### src/rtl/muldiv_issue_ctrl.sv
// rtl/muldiv_issue_ctrl.sv - E-stage issue/hazard controller for a multi-cycle multiply/divide unit
// Launches mult/div/move ops, stalls dependent reads until the unit is idle, and tracks latency and timeouts.
module muldiv_issue_ctrl #(
   parameter int MAX_WAIT = 15
) (
   input  logic        clk,
   input  logic        reset,
   input  logic        e_valid,
   input  logic [3:0]  e_op,
   input  logic [31:0] e_rs,
   input  logic [31:0] e_rt,
   input  logic        e_flush,
   input  logic        mdu_busy,
   input  logic [31:0] mdu_hi,
   input  logic [31:0] mdu_lo,
   output logic [3:0]  mdu_op,
   output logic [31:0] mdu_a,
   output logic [31:0] mdu_b,
   output logic        stall,
   output logic        mf_valid,
   output logic [31:0] mf_data,
   output logic        timeout,
   output logic [4:0]  last_lat
);

   // Counter must hold MAX_WAIT+1 and be at least as wide as last_lat.
   localparam int CW = ($clog2(MAX_WAIT + 2) > 5) ? $clog2(MAX_WAIT + 2) : 5;
   localparam logic [CW-1:0] MAX_W = CW'(MAX_WAIT);

   typedef enum logic [1:0] {IDLE, ISSUE, WAIT, DONE} state_t;

   state_t        state_q, state_d;
   logic [3:0]    mdu_op_q, mdu_op_d;
   logic [31:0]   mdu_a_q, mdu_a_d;
   logic [31:0]   mdu_b_q, mdu_b_d;
   logic          mf_valid_q, mf_valid_d;
   logic [31:0]   mf_data_q, mf_data_d;
   logic          timeout_q, timeout_d;
   logic [4:0]    last_lat_q, last_lat_d;
   logic [CW-1:0] cnt_q, cnt_d;
   logic          age_q, age_d;

   logic          op_known;
   logic          op_read;
   logic          accept;
   logic          issued_move;
   logic [CW-1:0] cnt_inc;
   logic [4:0]    lat_sat;

   assign op_known    = (e_op >= 4'd1) && (e_op <= 4'd8);
   assign op_read     = (e_op == 4'd7) || (e_op == 4'd8);
   assign accept      = (state_q == IDLE) && e_valid && op_known && !e_flush && !mdu_busy;
   assign issued_move = (mdu_op_q == 4'd5) || (mdu_op_q == 4'd6);
   assign cnt_inc     = cnt_q + 1'b1;
   assign lat_sat     = (cnt_q > CW'(31)) ? 5'd31 : cnt_q[4:0];

   // A flushed instruction never holds the pipeline.
   assign stall = e_valid && op_known && !e_flush && ((state_q != IDLE) || mdu_busy);

   always_comb begin
      state_d    = state_q;
      mdu_op_d   = 4'd0;
      mdu_a_d    = mdu_a_q;
      mdu_b_d    = mdu_b_q;
      mf_valid_d = 1'b0;
      mf_data_d  = mf_data_q;
      timeout_d  = timeout_q;
      last_lat_d = last_lat_q;
      cnt_d      = cnt_q;
      age_d      = age_q;

      case (state_q)
         IDLE: begin
            if (accept) begin
               if (op_read) begin
                  mf_valid_d = 1'b1;
                  mf_data_d  = (e_op == 4'd7) ? mdu_hi : mdu_lo;
               end else begin
                  state_d  = ISSUE;
                  mdu_op_d = e_op;
                  mdu_a_d  = e_rs;
                  mdu_b_d  = e_rt;
                  cnt_d    = '0;
                  age_d    = 1'b0;
               end
            end
         end
         ISSUE: begin
            if (issued_move) begin
               state_d = IDLE;
            end else begin
               // The unit may raise busy as soon as it sees the op; that cycle counts.
               state_d = WAIT;
               if (mdu_busy) begin
                  cnt_d = cnt_inc;
                  if (cnt_inc > MAX_W) begin
                     timeout_d = 1'b1;
                     state_d   = DONE;
                  end
               end
            end
         end
         WAIT: begin
            age_d = 1'b1;
            if (mdu_busy) begin
               cnt_d = cnt_inc;
               if (cnt_inc > MAX_W) begin
                  timeout_d = 1'b1;
                  state_d   = DONE;
               end
            end else if (cnt_q != '0) begin
               last_lat_d = lat_sat;
               state_d    = DONE;
            end else if (age_q) begin
               // Busy never rose: the unit finished without a visible busy window.
               last_lat_d = 5'd0;
               state_d    = DONE;
            end
         end
         DONE: begin
            cnt_d   = '0;
            state_d = IDLE;
         end
         default: state_d = IDLE;
      endcase
   end

   always_ff @(posedge clk) begin
      if (reset) begin
         state_q    <= IDLE;
         mdu_op_q   <= 4'd0;
         mdu_a_q    <= 32'd0;
         mdu_b_q    <= 32'd0;
         mf_valid_q <= 1'b0;
         mf_data_q  <= 32'd0;
         timeout_q  <= 1'b0;
         last_lat_q <= 5'd0;
         cnt_q      <= '0;
         age_q      <= 1'b0;
      end else begin
         state_q    <= state_d;
         mdu_op_q   <= mdu_op_d;
         mdu_a_q    <= mdu_a_d;
         mdu_b_q    <= mdu_b_d;
         mf_valid_q <= mf_valid_d;
         mf_data_q  <= mf_data_d;
         timeout_q  <= timeout_d;
         last_lat_q <= last_lat_d;
         cnt_q      <= cnt_d;
         age_q      <= age_d;
      end
   end

   assign mdu_op   = mdu_op_q;
   assign mdu_a    = mdu_a_q;
   assign mdu_b    = mdu_b_q;
   assign mf_valid = mf_valid_q;
   assign mf_data  = mf_data_q;
   assign timeout  = timeout_q;
   assign last_lat = last_lat_q;

endmodule

### config.mk
export PLATFORM = sky130hd
export DESIGN_NAME = muldiv_issue_ctrl
export DESIGN_NICKNAME = d
export VERILOG_FILES = /design/src/rtl/muldiv_issue_ctrl.sv
export SDC_FILE = /design/constraint.sdc
export NUM_CORES = 1
export LEC_CHECK = 0
export ABC_AREA = 1
export BUFFER_PORTS_ARGS = -buffer_cell sky130_fd_sc_hd__buf_2
export CAP_MARGIN = 0
export CORE_MARGIN = 2
export CORE_UTILIZATION = 41
export DETAILED_ROUTE_END_ITERATION = 6
export GPL_TIMING_DRIVEN = 0
export PLACE_DENSITY_LB_ADDON = 0.2
export SLEW_MARGIN = 20
export SYNTH_ARGS = -nofsm -noshare
export SYNTH_HDL_FRONTEND = slang
export SYNTH_SLANG_ARGS = --single-unit
### constraint.sdc
create_clock -name clk -period 1.58 [get_ports clk]
set_clock_uncertainty 0.05 [all_clocks]
set_input_delay 0.158 -clock clk [delete_from_list [all_inputs] [get_ports clk]]
set_output_delay 0.158 -clock clk [all_outputs]
set_load 0.01 [all_outputs]
# After elaboration in Yosys (flattened, before gate mapping)

Cells that the tools add are included.

Register bits after elaboration: 115
Bits of input ports: 137
Word-level logic and storage cells: 86

Add/sub/neg operators: 1
Order comparisons: 4
Equality and inequality tests: 12
Multiplexer cells: 27
Bitwise logic cells: 4
Reduce and logical (&&, ||, !) cells: 28

Operator list:

| kind                                                               | number |
|---|---|
| two-way mux 5 bit                                                  | 7 |
| two-way mux 32 bit                                                 | 1 |
| case mux 5 bit (4 select lines)                                    | 1 |
| AND reduction 3 bit                                                | 5 |
| two-way mux 2 bit                                                  | 7 |
| equality test 4 x 3 -> 1 bit (second input constant)               | 3 |
| logical AND 1 bit                                                  | 8 |
| two-way mux 1 bit                                                  | 8 |
| case mux 2 bit (4 select lines)                                    | 1 |
| nonzero test 2 bit                                                 | 4 |
| inequality test 2 bit (second input constant)                      | 3 |
| adder 5 x 1 -> 5 bit (second input constant)                       | 1 |
| greater-than comparator 5 x 4 -> 1 bit (second input constant)     | 1 |
| greater-than comparator 5 bit (second input constant)              | 1 |
| nonzero test 5 bit                                                 | 1 |
| equality test 2 bit (second input constant)                        | 2 |
| equality test 4 bit (second input constant)                        | 1 |
| greater-or-equal comparator 4 x 1 -> 1 bit (second input constant) | 1 |
| <= comparator 4 bit (second input constant)                        | 1 |
| inequality test 4 bit (second input constant)                      | 1 |
| NOT 1 bit                                                          | 4 |
| case mux 1 bit (2 select lines)                                    | 2 |
| AND reduction 4 bit                                                | 1 |
| OR reduction 4 bit                                                 | 1 |
| other kinds (7)                                                    | 10 |

# Longest topological paths before layout

Gate-level depths: netlist of the first run.

Word-level depth: 7
Depth in mapped cells: 13

# Least setup slack after synthesis of the first run

OpenSTA, ideal clock, no wires.

Kind: register to register
From: register state_q[0]
To: register mdu_a_q[2], in the netlist mdu_a[2]
Library setup time: 113 ps
Data arrival time: 1,573 ps
Data required time: 1,417 ps
Slack: -156 ps
Stages on the path, launching flop included: 10
Path buffers: 2
Cells stage by stage: dfxtp_1 > inv_1 > ha_1 > inv_1 > nor2_1 > nand4_4 > buf_4 > buf_6 > o21ai_1 > nor2_1

Longest elaborated chain between the ends: 6

Ends and longest elaborated chain:

| item                                     | RTL line | source |
|---|---|---|
| start: declaration                       | 32       | `state_t state_q, state_d;` |
| start signal: assignment                 | 141      | `state_q <= state_d;` |
| logical NOT 2 bit (*)                    | 52, 72   |  |
| logical AND 1 bit (4 in series)          | 52       | `assign accept = (state_q == IDLE) && e_valid && op_known && !e_flush && !mdu_busy;` |
| AND reduction 3 bit (no source line) (*) | --       |  |
| end signal: assignment                   | 143      | `mdu_a_q <= mdu_a_d;` |
| end: declaration                         | 34       | `logic [31:0] mdu_a_q, mdu_a_d;` |

Every way passes the cells marked *; elsewhere a longest branch is shown, timed or not.
A chain may end at the register's enable or synchronous reset.

# Worst setup path after layout of the first run

From: register state_q[0]
To: register mdu_a_q[27], in the netlist mdu_a[27]

Same word-level chain as after synthesis.

==> impl_metrics.py, run 1 <==
metrics = {
    "global_routing": {
        "grt_usage": 0.296,
        "grt_max_degree": 17,
        "grt_pass1_vias": 5996,
        "grt_pass1_wl_um": 27800,
        "grt-ovfl-total": 0,
        "antenna_found_initial": 0,
    },
    "worst_setup_path": {
        "r2r-end": "mdu_a[27]",
        "path_buf_inv": 6,
        "critPathMaxFanout": 10,
        "crit_chain": "inv_4, ha_4, inv_2, nor2_4, buf_4, nand4_4, buf_12, clkinv_16, buf_12, nor2_1, nor2_1",
        "crit_path_end_kind": "flip-flop",
        "critPathMaxStageDelay_ns": 0.36,
        "crit_family": "buffers and inverters",
        "cp.arrival_ns": 2.03,
        "startpoint_type": "flip-flop",
        "worstPathRequired_ns": 1.83,
        "crit_slowest_cell": "dfxtp_4",
        "rr_worst_depth": 11,
        "crit-reg2reg-launch": "state_q[0]",
        "reg2reg_slack_ns": -0.21,
        "path_depth": 11,
        "path_class": "flip-flop to flip-flop",
    },
    "synth": {
        "synth_top_area_frac": 0.496,
        "synth-seq-cells": 115,
        "async_reset_ff_frac": 0,
        "syn-cell-area_sq_um": 4640,
        "yosysSeqAreaShare": 0.496,
        "syn_nets": 750,
        "synthMostInstantiatedCell": "nor2_1",
        "syn_avg_cell_area_sq_um": 7.67,
        "ys_top_cells_by_area": "dfxtp_1 50%, nor2_1 11%, nand2_1 7.6%",
        "synth_edf_count": 0,
        "ys_warn_count": 0,
        "ys_types": 28,
        "synth_top_area_cell": "dfxtp_1",
        "netlist_instances": 605,
        "synth_common_cells": "142 x nor2_1, 115 x dfxtp_1, 94 x nand2_1, 69 x o21ai_0",
        "synth_ff_type": "dfxtp_1",
    },
    "sta": {
        "tightest_slew_ns": 0.737,
        "setup_viol": 101,
        "slew_headroom": 0.509,
        "fin_ws_ns": -0.207,
        "period_minus_slack_ns": 1.79,
        "fmaxAchievable_mhz": 560,
        "finalHoldViolations": 0,
        "rsz0062_at_grt": "yes",
        "period_share": 1.13,
        "slew_viol_final": 0,
    },
    "finish": {
        "n_fill_cell": 564,
        "multi_input_area_sq_um": 2450,
        "area_growth_pct": 94.2,
        "drive_above_1_share": 0.432,
        "antenna_cells": 0,
        "register_area_sq_um": 2310,
        "post-route-util": 0.824,
        "finalNetCount": 1177,
    },
    "min_path": {
        "min_path_cells": 3,
        "hold_end": "mdu_b[22]",
        "hp-class": "primary input to flip-flop",
        "hold_path.startpoint": "e_rt[22]",
    },
    "clock_tree": {
        "cts_root_buf": "clkbuf_16",
        "clock_sinks": 115,
        "numCtsBuffers": 17,
        "clock_latency_ns": 0.41,
        "cts_tree": "built",
        "clk_path_buf_depth": 2,
        "clk_pin_slew_worst_paths_ns": 0.06,
        "htree_levels": 4,
    },
    "place": {
        "numPortBuffers": 244,
        "dp_hpwl_um": 10400,
        "gp_congestion": 0.785,
        "preCtsSetupSlack_ns": -0.244,
    },
    "floorplan": {
        "num_rows": 38,
        "die_y_um": 110,
        "core_area_sq_um": 10900,
        "dieArea_sq_um": 12200,
        "start_util": 0.424,
        "pin_count": 245,
        "die_w_um": 110,
    },
    "route": {
        "wl_per_cell_um": 18.1,
        "dr_total_vias": 6209,
        "drtPass1Iterations": 5,
        "postRouteWirelength_um": 21400,
        "dr.first_iter.drc_count": 668,
        "drc_errors": 0,
        "via_per_inst": 5.24,
        "ant_nets": 0,
    },
    "power_and_ir_drop": {
        "power.density_nw_per_um2": 1060,
        "p_leak_nw": 4.22,
        "peakVddDrop_v": 0.000646,
        "total_power_w": 0.00955,
    },
    "outcome": {
        "violations": "setup timing",
        "status": "complete, but fails checks",
    },
    "run": {
        "maxCapViolCount": 0,
    },
}
routing by layer:
layer | wire length (um) | GRT usage | share of wire | vias up
li1 | - | - | - | 2858
met1 | 7790 | 0.303 | 0.36 | 2894
met2 | 10900 | 0.528 | 0.51 | 370
met3 | 1780 | 0.102 | 0.083 | 87
met4 | 943 | 0.161 | 0.044 | 0
met5 | 0 | 0 | 0 | -
timing repair:
action,CTS,global route
gates resized for setup,100,138
hold buffers,131,0
endpoints found under the setup margin,112,109
buffers inserted,11,12
pin swaps,7,25
cloned,3,7
hold endpoints to repair,99,0
area by class of cell:
type / instances / area share
buffer: 37 / 0.0400
clock buffer: 23 / 0.0531
clock inverter: 9 / 0.0168
inverter: 29 / 0.0156
multi-input combinational: 425 / 0.272
sequential: 115 / 0.257
tap: 140 / 0.0194
timing repair buffer: 406 / 0.325
timing repair inverter: 1 / 0.00125
kinds of logic (layout without fill, tap and decap cells):
group                      after synthesis  after routing  synth area share
AOI/OAI and AO/OA                      150            150             0.171
DFF                                    115            115             0.496
other                                    1              1          0.000809
buffers and inverters                   66            505            0.0680
adders and majority gates                8              8            0.0216
and+or+nand+nor                        265            266             0.242
metrics by stage:
step	cells	hold slack, ns	instance area, sq um	setup TNS, ns
after floorplan	605	0.179	4670	0
after global placement	989	0.328	6060	-13.09
after detailed placement	989	0.336	6060	-17.79
after CTS	1166	0.0124	8340	-1.08
after global routing	1185	0.0497	9010	-16.06
final	1185	0.0743	9010	-8.79
cells in the final DEF, fill, tap and decap left out, types with 3 or more instances in the layout:
cell type      netlist  routed
nand2_4              1       4
nor2_4               2       6
nand4_1              4       4
buf_8                0       8
ha_4                 0       4
inv_1               25      18
buf_6                5       9
buf_4                7      17
nor2_2               0      30
nand3_2              0       4
a31oi_1             32      32
inv_2                4       8
nand3_1             10       6
o21ai_2              0      48
nand2_2              3       5
dlygate4sd3_1        0     131
ha_1                 8       4
bufinv_16            0       4
nand2_1             94      88
buf_2                3     245
nor2_1             142     109
dfxtp_4              0       3
nor3_2               1       3
buf_12               0       9
a21oi_1             16      14
clkbuf_16            0      22
o21ai_0             69       8
clkbuf_8             0       3
o21ai_1             32      45
clkinv_2             0       3
clkbuf_1            21      20
dfxtp_1            115     111
registers in the layout, summed over array words and instances, names as in the netlist, named ones only:
signal,cells
mdu_a,32
mdu_b,32
mf_data,32
cnt_q,5
last_lat,5
mdu_op,4
age_q,1
mf_valid,1
state_q,1
timeout,1
worst min-delay path, cell delays in order:
cell and delay [ns]:
buf_2 0.09, o21ai_2 0.06, nor2_1 0.16
worst max-delay path by stage:
stage / startpoint / end / slack [ns]
after floorplan: cnt_q[0] / flip-flop / 0.009
final: state_q[0] / mdu_a[27] / -0.21
after global routing: state_q[0] / mdu_a[31] / -0.26
after detailed placement: state_q[0] / mdu_b[11] / -0.24
after global placement: flip-flop / mdu_b[7] / -0.18
after CTS: state_q[0] / mf_data[10] / -0.05
where the power goes:
part	internal (W)	switching (W)	total, W	leakage (nW)
registers	0.00307	0.000148	0.00322	0.934
clock network	0.00276	0.00135	0.00411	0.307
logic	0.00109	0.00114	0.00223	2.98
Note: power is estimated with default switching activity, not from simulation.
==> inputs of run 2 (changes only) <==
--- a/config.mk
+++ b/config.mk
@@ -5,11 +5,11 @@
 export SDC_FILE = /design/constraint.sdc
 export NUM_CORES = 1
 export LEC_CHECK = 0
-export ABC_AREA = 1
 export BUFFER_PORTS_ARGS = -buffer_cell sky130_fd_sc_hd__buf_2
 export CAP_MARGIN = 0
+export CORE_ASPECT_RATIO = 0.5
 export CORE_MARGIN = 2
-export CORE_UTILIZATION = 41
+export CORE_UTILIZATION = 30
 export DETAILED_ROUTE_END_ITERATION = 6
 export GPL_TIMING_DRIVEN = 0
 export PLACE_DENSITY_LB_ADDON = 0.2
==> run 2 against run 1 <==
Effect of this change: the flow still finishes with violations (setup timing); non-clock buffer count down 47; total power down 14%; setup slack worse by 0.38 ns; core utilization down 19 points; design area up 2.9%; clock power down 5.4%; fmax down 17%; sequential power down 6.2%; critical path type unchanged; largest cell class is now multi-input combinational cells; highest routed layer unchanged.
==> impl_metrics.py, run 2 <==
metrics = {
    "clock_tree": {
        "htree_levels": 4,
        "clock_sinks": 115,
        "cts_root_buf": "clkbuf_16",
        "numCtsBuffers": 17,
        "clk_path_buf_depth": 2,
        "cts_tree": "built",
        "clock_latency_ns": 0.39,
        "clk_pin_slew_worst_paths_ns": 0.06,
    },
    "route": {
        "postRouteWirelength_um": 17300,
        "dr_total_vias": 5261,
        "drc_errors": 0,
        "drtPass1Iterations": 4,
        "dr.first_iter.drc_count": 145,
        "wl_per_cell_um": 15.4,
        "via_per_inst": 4.68,
        "ant_nets": 0,
    },
    "sta": {
        "fmaxAchievable_mhz": 463,
        "period_minus_slack_ns": 2.16,
        "period_share": 1.37,
        "tightest_slew_ns": 0.767,
        "finalHoldViolations": 0,
        "fin_ws_ns": -0.582,
        "slew_headroom": 0.489,
        "setup_viol": 112,
        "finalSetupTns_ns": -30.43,
        "slew_viol_final": 0,
        "rsz0062_at_grt": "yes",
    },
    "finish": {
        "post-route-util": 0.632,
        "multi_input_area_sq_um": 3180,
        "n_fill_cell": 1176,
        "finalNetCount": 1058,
        "antenna_cells": 0,
        "drive_above_1_share": 0.599,
        "register_area_sq_um": 2310,
        "stdcell_count": 1124,
        "final_area_sq_um": 9270,
        "mostFrequentLayoutCell": "buf_2",
        "area_growth_pct": 103,
        "mostFrequentLayoutCells": "243 x buf_2, 110 x dfxtp_1, 71 x nand2_1, 66 x a21oi_2, 66 x dlygate4sd3_1",
    },
    "place": {
        "placedCellCount": 977,
        "placed_cell_area_sq_um": 6230,
        "numPortBuffers": 243,
        "gp_congestion": 0.805,
        "dp_hpwl_um": 10600,
    },
    "global_routing": {
        "grt_usage": 0.197,
        "grt-ovfl-total": 0,
        "grt_pass1_wl_um": 25200,
        "antenna_found_initial": 0,
        "grt_pass1_vias": 5136,
        "grt_max_degree": 17,
    },
    "synth": {
        "synth_edf_count": 0,
        "yosysSeqAreaShare": 0.504,
        "syn_avg_cell_area_sq_um": 8.52,
        "synth_top_area_cell": "dfxtp_1",
        "synth_common_cells": "135 x nand2_1, 115 x dfxtp_1, 73 x a21oi_1, 42 x nor2_1, 35 x mux2i_1",
        "synth_ff_type": "dfxtp_1",
        "netlist_instances": 536,
        "syn-cell-area_sq_um": 4570,
        "ys_top_cells_by_area": "dfxtp_1 50%, nand2_1 11%, a21oi_1 8.0%",
        "synthMostInstantiatedCell": "nand2_1",
        "syn_nets": 681,
        "ys_warn_count": 0,
        "synth-seq-cells": 115,
        "synth_top_area_frac": 0.504,
        "ys_types": 43,
        "async_reset_ff_frac": 0,
    },
    "worst_setup_path": {
        "crit_top_cell": "ha_4",
        "cp.arrival_ns": 2.41,
        "worstPathRequired_ns": 1.83,
        "path_buf_inv": 0,
        "critPathMaxStageDelay_ns": 0.50,
        "crit_chain": "ha_4, and3_4, ha_4, and3b_1, a221o_1, or4b_1, o31ai_1",
        "startpoint_type": "flip-flop",
        "crit_slowest_cell": "or4b_1",
        "crit_path_end_kind": "flip-flop",
        "path_class": "flip-flop to flip-flop",
        "critPathMaxFanout": 2,
        "crit_family": "simple AND/OR/NAND/NOR gates",
    },
    "floorplan": {
        "die_w_um": 179,
        "pin_count": 245,
        "core_area_sq_um": 14700,
        "num_rows": 31,
        "start_util": 0.312,
        "die_y_um": 91.3,
        "dieArea_sq_um": 16300,
    },
    "outcome": {
        "status": "complete, but fails checks",
        "violations": "setup timing",
    },
    "power_and_ir_drop": {
        "p_leak_nw": 4.11,
        "power.density_nw_per_um2": 889,
        "peakVddDrop_v": 0.000928,
    },
    "min_path": {
        "hp-class": "primary input to flip-flop",
    },
    "run": {
        "maxCapViolCount": 0,
    },
}
## run 2: cell count changes after synthesis, moves of 31 or more
cell and delta:
a211oi_1 +32, a21oi_1 +57, mux2i_1 +35, nand2_1 +41, nor2_1 -100, o21ai_0 -67, o21ai_1 -31
## run 2: cells by family (layout without fill, tap and decap cells)
| family | Yosys count | count (layout) | synth area share |
|---|---|---|---|
| XOR/XNOR | 3 | 3 | 0.00575 |
| buffers and inverters | 46 | 436 | 0.0389 |
| adder cells (fa/ha/maj) | 8 | 8 | 0.0219 |
| multiplexers | 36 | 36 | 0.0792 |
| flip-flops | 115 | 115 | 0.504 |
| other | 1 | 1 | 0.000821 |
| AO/OA/AOI/OAI | 118 | 118 | 0.154 |
| AND/OR/NAND/NOR | 209 | 209 | 0.196 |
## run 2: path summary, 6_finish.rpt
| check | start | end | slack, ns | cells past startpoint |
|---|---|---|---|---|
| min | e_op[0] | mdu_op[0] | 0.01 | 2 |
| min reg2reg | timeout | timeout | 0.40 | 2 |
| max | cnt_q[0] | flip-flop | -0.58 | 7 |
| max reg2reg | cnt_q[0] | flip-flop | -0.58 | 7 |
## run 2: final cells by class
| type | instances | share of cell area |
|---|---|---|
| Inverter | 8 | 0.00405 |
| Buffer | 33 | 0.0352 |
| Tap cell | 198 | 0.0267 |
| Sequential cell | 115 | 0.250 |
| Multi-Input combinational cell | 375 | 0.343 |
| Clock buffer | 19 | 0.0467 |
| Clock inverter | 13 | 0.0173 |
| Timing Repair Buffer | 363 | 0.277 |
## run 2: what timing repair did
item,in CTS,in global routing
hold endpoints to repair,66,0
setup buffers,30,17
hold buffers,66,0
gates cloned,13,0
setup endpoints to repair,114,115
gates resized for setup,175,179
pin swaps,120,48
## run 2: power by group
part           switching, W  leakage, nW  total, W  internal, W
Sequential        0.0000570        0.932   0.00302      0.00296
Clock               0.00141        0.287   0.00389      0.00248
Combinational      0.000614         2.89   0.00133     0.000714
## run 2: metrics by stage
stage          hold WS [ns]  power, W  setup WS (ns)
2_1_floorplan         0.244   0.00349         -0.513
3_3_place_gp          0.349   0.00382         -0.751
3_5_place_dp          0.354   0.00383         -0.784
4_1_cts             0.00413   0.00806         -0.529
5_1_grt             0.00839   0.00856         -0.606
6_report             0.0116   0.00824         -0.582
## run 2: routing by layer
metal | GRT usage | vias up | share of wire
met4 | 0.0623 | 0 | 0.021
met1 | 0.232 | 2485 | 0.42
met3 | 0.0532 | 26 | 0.053
met2 | 0.346 | 166 | 0.50
met5 | 0 | - | 0
li1 | - | 2584 | -
## run 2: worst register-to-register path, delay by kind of cell (launching register included)
kind,cells,cell delay [ns]
adders and majority gates,2,0.41
DFF,1,0.34
and+or+nand+nor,3,0.85
AOI/OAI and AO/OA,2,0.42
==> inputs of run 3 (changes only) <==
--- a/config.mk
+++ b/config.mk
@@ -10,6 +10,7 @@
 export CORE_ASPECT_RATIO = 0.5
 export CORE_MARGIN = 2
 export CORE_UTILIZATION = 30
+export CTS_BUF_LIST = sky130_fd_sc_hd__clkbuf_2
 export DETAILED_ROUTE_END_ITERATION = 6
 export GPL_TIMING_DRIVEN = 0
 export PLACE_DENSITY_LB_ADDON = 0.2
==> run 3 against run 2 <==
Effect of this change: the run ends with hold timing, setup timing left; fmax rose by 0.81%; largest power group is now registers; total power shrank 19%; critical path depth did not move; sequential share of layout area down 0.89 points; wire length up 9.5%; global-route usage up 1.8 points; highest routed layer unchanged; non-clock buffer count rose by 72; register-to-register slack improved by 0.02 ns; worst hold slack worse by 0.083 ns; core utilization up 2.3 points; combinational power up 15%; sequential power about the same.
==> impl_metrics.py, run 3 (synthesized netlist as in run 2, its figures left out) <==
metrics = {
    "finish": {
        "finalNetCount": 1130,
        "mostFrequentLayoutCell": "buf_2",
        "mostFrequentLayoutCells": "243 x buf_2, 131 x dlygate4sd3_1, 111 x dfxtp_1, 71 x nand2_1, 63 x a21oi_2",
        "register_area_sq_um": 2310,
        "antenna_cells": 0,
        "final_area_sq_um": 9610,
        "multi_input_area_sq_um": 3120,
        "n_fill_cell": 1143,
        "drive_above_1_share": 0.559,
        "area_growth_pct": 110,
    },
    "route": {
        "dr_wl_met2_um": 9610,
        "dr_total_vias": 5730,
        "wl_met3_um": 1150,
        "wl_met1_um": 7660,
        "ant_nets": 0,
        "drtPass1Iterations": 5,
        "drc_errors": 0,
        "wl_per_cell_um": 15.9,
        "via_per_inst": 4.79,
        "postRouteWirelength_um": 19000,
        "dr.first_iter.drc_count": 152,
        "highest_layer": "met4",
    },
    "global_routing": {
        "grt_pass1_vias": 5673,
        "grt_max_degree": 17,
        "grt_pass1_wl_um": 27600,
        "grt_usage": 0.215,
        "antenna_found_initial": 0,
        "grt-ovfl-total": 0,
    },
    "floorplan": {
        "start_util": 0.312,
        "core_area_sq_um": 14700,
        "die_w_um": 179,
        "pin_count": 245,
        "dieArea_sq_um": 16300,
        "num_rows": 31,
        "die_y_um": 91.3,
    },
    "worst_setup_path": {
        "crit_chain": "ha_4, and3_4, ha_4, and3b_1, a221o_1, or4b_1, o31ai_1",
        "crit_slowest_cell": "or4b_1",
        "crit_family": "simple AND/OR/NAND/NOR gates",
        "critPathMaxFanout": 2,
        "critPathMaxStageDelay_ns": 0.48,
        "path_depth": 7,
        "cp-startpoint": "cnt_q[0]",
        "rr_worst_depth": 7,
        "cp.arrival_ns": 2.66,
        "path_buf_inv": 0,
        "worstPathRequired_ns": 2.10,
        "crit_path_end_kind": "flip-flop",
        "startpoint_type": "flip-flop",
        "path_class": "flip-flop to flip-flop",
        "crit-reg2reg-launch": "cnt_q[0]",
        "crit_top_cell": "ha_4",
    },
    "power_and_ir_drop": {
        "power.density_nw_per_um2": 693,
        "peakVddDrop_v": 0.000415,
        "p_leak_nw": 4.28,
        "total_power_w": 0.00666,
    },
    "sta": {
        "rsz0062_at_grt": "yes",
        "slew_viol_final": 0,
        "finalHoldViolations": 1,
        "fin_ws_ns": -0.565,
        "fmaxAchievable_mhz": 466,
        "period_share": 1.36,
        "tightest_slew_ns": 0.814,
        "period_minus_slack_ns": 2.14,
        "setup_viol": 115,
        "worst_hold_slack_ns": -0.0714,
        "slew_headroom": 0.458,
    },
    "min_path": {
        "hold_path.startpoint": "e_flush",
        "min_path_cells": 5,
        "hp-class": "primary input to flip-flop",
    },
    "outcome": {
        "violations": "hold timing, setup timing",
        "status": "complete, but fails checks",
    },
    "clock_tree": {
        "clock_latency_ns": 0.65,
        "ctsHoldBuffers": 132,
        "cts_root_buf": "clkbuf_2",
        "htree_levels": 4,
        "numCtsBuffers": 17,
        "clk_pin_slew_worst_paths_ns": 0.19,
        "clk_path_buf_depth": 2,
        "cts_tree": "built",
        "clock_sinks": 115,
    },
    "run": {
        "maxCapViolCount": 0,
    },
    "place": {
        "numPortBuffers": 243,
        "dp_hpwl_um": 10600,
        "gp_congestion": 0.805,
        "placed_cell_area_sq_um": 6230,
        "preCtsSetupSlack_ns": -0.784,
    },
}
run 3: worst min-delay path: stages:
cell and delay [ns]:
buf_2 0.10, or4b_4 0.14, o31ai_4 0.06, a22oi_2 0.11, nor2_1 0.05
run 3: layout make-up:
class / count / area share
flip-flops and latches: 115 / 0.241
multi-input cells: 375 / 0.324
clock buffers: 19 / 0.00990
repair buffers: 434 / 0.342
plain buffers: 34 / 0.0363
well taps: 198 / 0.0258
inverters: 8 / 0.00391
clock inverters: 13 / 0.0167
run 3: metal layers:
layer / vias to the layer above / global-route usage
li1: 2730 / -
met5: - / 0
met4: 0 / 0.0962
met1: 2738 / 0.244
met2: 211 / 0.380
met3: 51 / 0.0540
run 3: worst paths after layout:
kind / to / slack [ns]
worst min-delay path: age_q / -0.07
worst max-delay path: flip-flop / -0.56
worst min register to register: timeout / 0.41
worst max register to register: flip-flop / -0.56
run 3: per-stage QoR:
stage / instances / utilization / TNS [ns]
6_report: 1196 / 0.655 / -42.36
5_1_grt: 1196 / 0.655 / -49.28
4_1_cts: 1183 / 0.608 / -28.97
3_5_place_dp: 977 / 0.425 / -64.63
3_3_place_gp: 977 / 0.425 / -61.77
2_1_floorplan: 536 / - / -21.79
run 3: what timing repair did:
item / CTS / global route
endpoints found under the setup margin: 114 / 115
buffers inserted: 32 / 21
cloned: 12 / 4
pin swaps: 119 / 32
resized for setup: 185 / 160
endpoints found under the hold margin: 109 / 1
run 3: power breakdown:
group	total, W	switching (W)	internal, W
clock network	0.00211	0.00121	0.000894
registers	0.00302	0.0000555	0.00297
logic	0.00153	0.000659	0.000871
total	0.00666	0.00193	0.00473
